## config.mk

```make
export PLATFORM = sky130hd
export DESIGN_NAME = xsyw_pipe_mul
export DESIGN_NICKNAME = d
export VERILOG_FILES = /design/src/rtl/xsyw_pkg.sv /design/src/rtl/xsyw_pp_csa.sv /design/src/rtl/xsyw_pipe_mul.sv
export SDC_FILE = /design/constraint.sdc
export NUM_CORES = 1
export LEC_CHECK = 0
export CAP_MARGIN = 10
export CORE_MARGIN = 5
export CORE_UTILIZATION = 30
export DETAILED_ROUTE_END_ITERATION = 10
export PLACE_DENSITY = 0.56
export SYNTH_ARGS = -nofsm -noshare
export SYNTH_HDL_FRONTEND = slang
export SYNTH_SLANG_ARGS = --single-unit
export TNS_END_PERCENT = 10
```

## constraint.sdc

```tcl
create_clock -name clk -period 18.7 [get_ports clk]
set_input_delay 3.74 -clock clk [delete_from_list [all_inputs] [get_ports clk]]
set_output_delay 3.74 -clock clk [all_outputs]
set_load 0.02 [all_outputs]
```

## src/rtl/xsyw_pkg.sv

```systemverilog
`default_nettype none
// ============================================================================
// Module      : xsyw_pkg
// Description : Shared definitions for the xsyw approximate signed multiplier.
//               Holds the width helper for the truncation-depth field, the
//               Baugh-Wooley bit-inversion and constant helpers, and the pure
//               reference function that defines the exact approximate result.
// Ports       : none (package)
// Revision    : 1.0 - initial release
// ============================================================================
package xsyw_pkg;

  // Width of the truncation-depth field for operand width w.
  function automatic int kw(input int w);
    return $clog2(2 * w);
  endfunction

  // One Baugh-Wooley matrix bit at (i, j). Bits where exactly one index is
  // the sign position are inverted; the sign*sign bit is kept as-is.
  function automatic logic bw_bit(input int w, input int i, input int j,
                                  input logic xi, input logic yj);
    logic b;
    b = xi & yj;
    if ((i == w - 1) != (j == w - 1)) begin
      b = ~b;
    end
    return b;
  endfunction

  // Baugh-Wooley correction constants: a 1 at column w and at column 2w-1.
  function automatic logic [127:0] bw_const(input int w);
    return (128'd1 << w) | (128'd1 << (2 * w - 1));
  endfunction

  // Golden model: sum of all matrix bits at column >= ke plus the constants,
  // reduced mod 2^(2w). Valid for w up to 64.
  function automatic logic [127:0] xsyw_ref(input int w, input logic [63:0] x,
                                            input logic [63:0] y, input int ke);
    logic [127:0] acc;
    logic [127:0] mask;
    acc = bw_const(w);
    for (int i = 0; i < w; i++) begin
      for (int j = 0; j < w; j++) begin
        if ((i + j) >= ke && bw_bit(w, i, j, x[i], y[j])) begin
          acc = acc + (128'd1 << (i + j));
        end
      end
    end
    mask = (2 * w >= 128) ? '1 : ((128'd1 << (2 * w)) - 128'd1);
    return acc & mask;
  endfunction

endpackage
`default_nettype wire

```

## src/rtl/xsyw_pp_csa.sv

```systemverilog
`default_nettype none
// ============================================================================
// Module      : xsyw_pp_csa
// Description : Combinational masked Baugh-Wooley partial-product generation
//               followed by a carry-save reduction to two 2W-bit rows. Every
//               matrix bit in a column below ke is forced to zero; the
//               correction constants are always kept. sum + carry (mod
//               2^2W) is the approximate product.
// Ports       : x, y   - signed operands (W bits)
//               ke     - effective truncation depth (already clamped)
//               sum    - carry-save sum row (2W bits)
//               carry  - carry-save carry row (2W bits)
// Revision    : 1.0 - initial release
// ============================================================================
module xsyw_pp_csa
  import xsyw_pkg::*;
#(
  parameter int W  = 16,
  parameter int KW = kw(W)
) (
  input  logic [W-1:0]   x,
  input  logic [W-1:0]   y,
  input  logic [KW-1:0]  ke,
  output logic [2*W-1:0] sum,
  output logic [2*W-1:0] carry
);

  localparam logic [2*W-1:0] C_CONST = (2*W)'(bw_const(W));

  // pp_row[i][j] is the masked bit x_i*y_j, which lives at column i+j.
  logic [W-1:0][W-1:0]   pp_row;
  // rows[0..W-1] are the shifted partial-product rows, rows[W] the constants.
  logic [W:0][2*W-1:0]   rows;

  for (genvar i = 0; i < W; i++) begin : g_row
    for (genvar j = 0; j < W; j++) begin : g_col
      // Column i+j always fits in KW bits since i+j <= 2W-2 < 2^KW.
      assign pp_row[i][j] = bw_bit(W, i, j, x[i], y[j]) & (ke <= KW'(i + j));
    end
    assign rows[i] = (2*W)'(pp_row[i]) << i;
  end

  assign rows[W] = C_CONST;

  // Chain of 3:2 compressors: each stage folds one more row into the
  // running (s, c) pair. Carries shifted out of bit 2W-1 are dropped,
  // which is exactly the mod 2^2W wrap of the final result.
  for (genvar r = 0; r < W - 1; r++) begin : g_csa
    logic [2*W-1:0] a;
    logic [2*W-1:0] b;
    logic [2*W-1:0] s;
    logic [2*W-1:0] c;
    if (r == 0) begin : g_first
      assign a = rows[0];
      assign b = rows[1];
    end else begin : g_next
      assign a = g_csa[r-1].s;
      assign b = g_csa[r-1].c;
    end
    assign s = a ^ b ^ rows[r+2];
    assign c = ((a & b) | (a & rows[r+2]) | (b & rows[r+2])) << 1;
  end

  assign sum   = g_csa[W-2].s;
  assign carry = g_csa[W-2].c;

endmodule
`default_nettype wire

```

## src/rtl/xsyw_pipe_mul.sv

```systemverilog
`default_nettype none
// ============================================================================
// Module      : xsyw_pipe_mul
// Description : Three-stage pipelined W x W signed approximate multiplier with
//               per-beat truncation depth and valid/ready streaming.
//               S1 registers operands, clamped depth and tag; S2 registers the
//               carry-save rows; S3 registers the final sum and tag.
// Ports       : clk, rst             - clock, synchronous active-high reset
//               in_valid/in_ready    - input handshake
//               x, y                 - signed operands (W bits)
//               k                    - requested truncation depth
//               tag_in               - user tag travelling with the beat
//               out_valid/out_ready  - output handshake
//               z                    - approximate product (2W bits)
//               tag_out              - tag of the beat on z
// Revision    : 1.0 - initial release
// ============================================================================
module xsyw_pipe_mul
  import xsyw_pkg::*;
#(
  parameter int W    = 16,
  parameter int KMAX = 12,
  parameter int TAGW = 4
) (
  input  logic              clk,
  input  logic              rst,
  input  logic              in_valid,
  output logic              in_ready,
  input  logic [W-1:0]      x,
  input  logic [W-1:0]      y,
  input  logic [kw(W)-1:0]  k,
  input  logic [TAGW-1:0]   tag_in,
  output logic              out_valid,
  input  logic              out_ready,
  output logic [2*W-1:0]    z,
  output logic [TAGW-1:0]   tag_out
);

  localparam int             KW     = kw(W);
  localparam logic [KW-1:0]  KMAX_K = KW'(KMAX);

  // Stage valid bits
  logic v1_q, v1_d, v2_q, v2_d, v3_q, v3_d;

  // Stage 1 data
  logic [W-1:0]    x1_q, x1_d, y1_q, y1_d;
  logic [KW-1:0]   ke1_q, ke1_d;
  logic [TAGW-1:0] tag1_q, tag1_d;

  // Stage 2 data
  logic [2*W-1:0]  sum2_q, sum2_d, carry2_q, carry2_d;
  logic [TAGW-1:0] tag2_q, tag2_d;

  // Stage 3 data (reset to zero so z/tag_out read 0 after reset)
  logic [2*W-1:0]  z_q, z_d;
  logic [TAGW-1:0] tag3_q, tag3_d;

  // Per-stage "may load this cycle", resolved back from out_ready.
  logic s1_ready, s2_ready, s3_ready;
  logic [KW-1:0] ke_in;

  logic [2*W-1:0] csa_sum, csa_carry;

  xsyw_pp_csa #(
    .W  (W),
    .KW (KW)
  ) u_pp_csa (
    .x     (x1_q),
    .y     (y1_q),
    .ke    (ke1_q),
    .sum   (csa_sum),
    .carry (csa_carry)
  );

  always_comb begin
    s3_ready = !v3_q || out_ready;
    s2_ready = !v2_q || s3_ready;
    s1_ready = !v1_q || s2_ready;

    ke_in = (k > KMAX_K) ? KMAX_K : k;

    v1_d = s1_ready ? in_valid : v1_q;
    v2_d = s2_ready ? v1_q     : v2_q;
    v3_d = s3_ready ? v2_q     : v3_q;

    x1_d     = x1_q;
    y1_d     = y1_q;
    ke1_d    = ke1_q;
    tag1_d   = tag1_q;
    sum2_d   = sum2_q;
    carry2_d = carry2_q;
    tag2_d   = tag2_q;
    z_d      = z_q;
    tag3_d   = tag3_q;

    if (s1_ready && in_valid) begin
      x1_d   = x;
      y1_d   = y;
      ke1_d  = ke_in;
      tag1_d = tag_in;
    end

    if (s2_ready && v1_q) begin
      sum2_d   = csa_sum;
      carry2_d = csa_carry;
      tag2_d   = tag1_q;
    end

    // Only load from a valid S2 so z stays 0 (not stale data) until the
    // first real result arrives.
    if (s3_ready && v2_q) begin
      z_d    = sum2_q + carry2_q;
      tag3_d = tag2_q;
    end
  end

  always_ff @(posedge clk) begin
    if (rst) begin
      v1_q   <= 1'b0;
      v2_q   <= 1'b0;
      v3_q   <= 1'b0;
      z_q    <= '0;
      tag3_q <= '0;
    end else begin
      v1_q   <= v1_d;
      v2_q   <= v2_d;
      v3_q   <= v3_d;
      z_q    <= z_d;
      tag3_q <= tag3_d;
    end
  end

  always_ff @(posedge clk) begin
    x1_q     <= x1_d;
    y1_q     <= y1_d;
    ke1_q    <= ke1_d;
    tag1_q   <= tag1_d;
    sum2_q   <= sum2_d;
    carry2_q <= carry2_d;
    tag2_q   <= tag2_d;
  end

  assign in_ready  = s1_ready;
  assign out_valid = v3_q;
  assign z         = z_q;
  assign tag_out   = tag3_q;

endmodule
`default_nettype wire

```

==> impl_metrics.tcl <==
set metrics [dict create \
    yosys_warnings 0 \
    grt_pass1_wl_um 46600 \
    netlist_instances 1071 \
    avgRoutedWirePerCell_um 17.1 \
    wirelength_um 28100 \
    ant_nets 0 \
    cts_tree "built" \
    final_common_cell "fa_1" \
    ys_seq_area_frac 0.301 \
    antennaDiodeCount 0 \
    rsz0062_at_grt "no" \
    outcome "finished clean" \
    synth_compound_area_frac 0.0604 \
    fin_cells 1646 \
    syn2layout_area_growth_pct 16.0 \
    dieArea_mm2 0.0433 \
    grtUsageTotal 0.133 \
    critPathKind "reg -> reg" \
    relSlewSlack 0.288 \
    total_leakage_power_uw 0.00545 \
    grt_max_degree 52 \
    gr-total-overflow 0 \
    synthArstFlopShare 0 \
    layout_min_cycle_time_ps 9800 \
    io-pin-count 83 \
    clock_latency_ps 430 \
    synth-seq-cells 131 \
    slew_violations 0 \
    cts_hold_buf 0 \
    vias_per_cell 4.83 \
    cellPowerDensity_mw_per_mm2 193 \
    die_y_um 208 \
    clk_path_buf_depth 2 \
    synth_xor_xnor_area_share 0.00521 \
    num_vias 7951 \
    start_util 0.304 \
    clk_pin_slew_ps 60 \
    drive_gt1_frac 0.0488 \
    die_w_um 208 \
    std_cell_rows 72 \
    drc 0 \
    clock-sinks 131 \
    fin_tns_setup_ps 0 \
    syn_area_per_cell_um2 11.0 \
    cts_root_buf "clkbuf_16" \
    antenna_found_initial 0 \
    yosys.area_share.simple 0.174 \
    drtIter0Drc 428 \
    cap_violations 0 \
    synth_top_family_by_area "adder cells" \
    drt_first_pass_iters 5 \
    worstPathMaxFanout 22 \
    cp-start-kind "flip-flop" \
    critPathRequiredTime_ps 18890 \
    io_buffer_count 82 \
    grt_pass1_vias 8487 \
    fin_crit_sh 0.524 \
    postCtsSetupRepairBufs 0 \
    arrival_ps 9990 \
    hpwl_um 22100 \
    coreArea_mm2 0.0387 \
    layout.nets 1416 \
    cts_made_buffers 17 \
    cts_resized 0 \
    finalSetupViolations 0 \
    worst_pin_slew_ps 1060 \
    synth.distinct_cells 57 \
    gp_congestion 0.886 \
    htreeDepth 4 \
    fin_util 0.352 \
    end_kind "flip-flop" \
    mostFrequentLayoutCells "fa_1 (210), nand2_1 (129), nand3_1 (118)" \
    syn_nets 1372 \
    finalPower_uw 2630 \
    peakVddDrop_mv 0.141 \
    muxShareOfSynthArea 0.000851 \
    hold_viol 0 \
    placedCellCount 1614 \
    final.setup_skew_ps 16.6 \
    synth_enable_flop_cells 92 \
    synthAdderAreaFrac 0.406 \
    hp-class "reg -> reg" \
    fillers 3869 \
    timing.hold.ws_ps 420 \
    fmax_ghz 0.102 \
    synth.cell_area_mm2 0.0118 \
    synth_top_flop_cell "edfxtp_1" \
]
## layout make-up
class	instances	area, µm²	share of cell area
timing repair buffer	91	888	0.0651
multi-input combinational	781	7640	0.560
tap	518	648	0.0475
clock inverter	14	129	0.00945
inverter	93	349	0.0256
sequential	131	3540	0.260
clock buffer	18	439	0.0322
## per-stage QoR
| stage | cell area [µm²] | worst slack, ps |
|---|---|---|
| finish | 13600 | 8900 |
| global route | 13600 | 8470 |
| CTS | 13600 | 8840 |
| detailed placement | 13100 | 8860 |
| global placement | 13100 | 9080 |
| floorplan | 11800 | 9750 |
## flip-flops by register name, indices dropped and copies added, names as in the netlist
signal     flops
y1_q          16
v1_q           1
x1_q          16
v2_q           1
ke1_q          5
tag_out        4
tag1_q         4
out_valid      1
tag2_q         4
sum2_q        31
carry2_q      16
z             32
## synthesized netlist by cell type, types with 3 or more instances
library cell    n  area [µm²]
fa_1          210        4200
nand2_1       129         484
nand3_1       118         591
inv_1          93         349
edfxtp_1       92        2760
and3_1         83         519
clkbuf_1       58         218
a21oi_1        47         235
ha_1           46         576
dfxtp_1        39         781
nor2_1         19        71.3
nor2b_1        16         100
a21o_1         13        97.6
nand2b_1        7        43.8
o21ai_0         7        35.0
o21ai_1         7        35.0
buf_2           5        25.0
nand3b_1        5        37.5
nand4_1         5        31.3
nor3_1          5        25.0
and2_1          4        25.0
xnor2_1         4        35.0
a211oi_1        3        22.5
a21boi_0        3        22.5
a31oi_1         3        18.8
buf_1           3        11.3
o211ai_1        3        22.5
or2_2           3        18.8
or3_1           3        18.8
xor2_1          3        26.3
## critical path, stage by stage, from the launching register on
cell and delay [ps]:
edfxtp_1 650, or2_2 430, o21ai_1 800, a21boi_0 270
ha_1 260, inv_1 80, fa_1 420, fa_1 520
fa_1 520, fa_1 520, fa_1 530, fa_1 530
fa_1 520, fa_1 510, fa_1 520, fa_1 520
fa_1 520, fa_1 540, inv_1 50, fa_1 520
inv_1 40, ha_1 260, inv_1 30
## routing by layer
metal  vias up  global-route usage  wire, µm
met5         -                   0         0
met4         0              0.0331       370
met3        23              0.0285      1430
met2       211               0.215     13100
met1      4032               0.183     13200
li1       3685                   -         -
## path summary, 6_finish.rpt
kind / from / slack [ps] / cells after the start / to
hold / removal: tag1_q[0] / 420 / 0 / tag2_q[0]
hold reg to reg: tag1_q[0] / 420 / 0 / tag2_q[0]
setup / recovery: ke1_q[3] / 8900 / 22 / sum2_q[16]
setup reg to reg: ke1_q[3] / 8900 / 22 / sum2_q[16]
## power breakdown
group	leakage, µW	internal (µW)	total (µW)	switching [µW]
Sequential	0.00119	502	547	45.4
Clock	0.000283	188	326	138
Combinational	0.00398	802	1750	951
## kinds of logic after synthesis
group / Yosys count
adder cells (fa/ha/maj): 256
AO/OA/AOI/OAI: 109
other: 1
buffers and inverters: 159
multiplexers: 1
flip-flops: 131
XOR/XNOR: 7
AND/OR/NAND/NOR: 407
(Power assumes the default switching activity.)
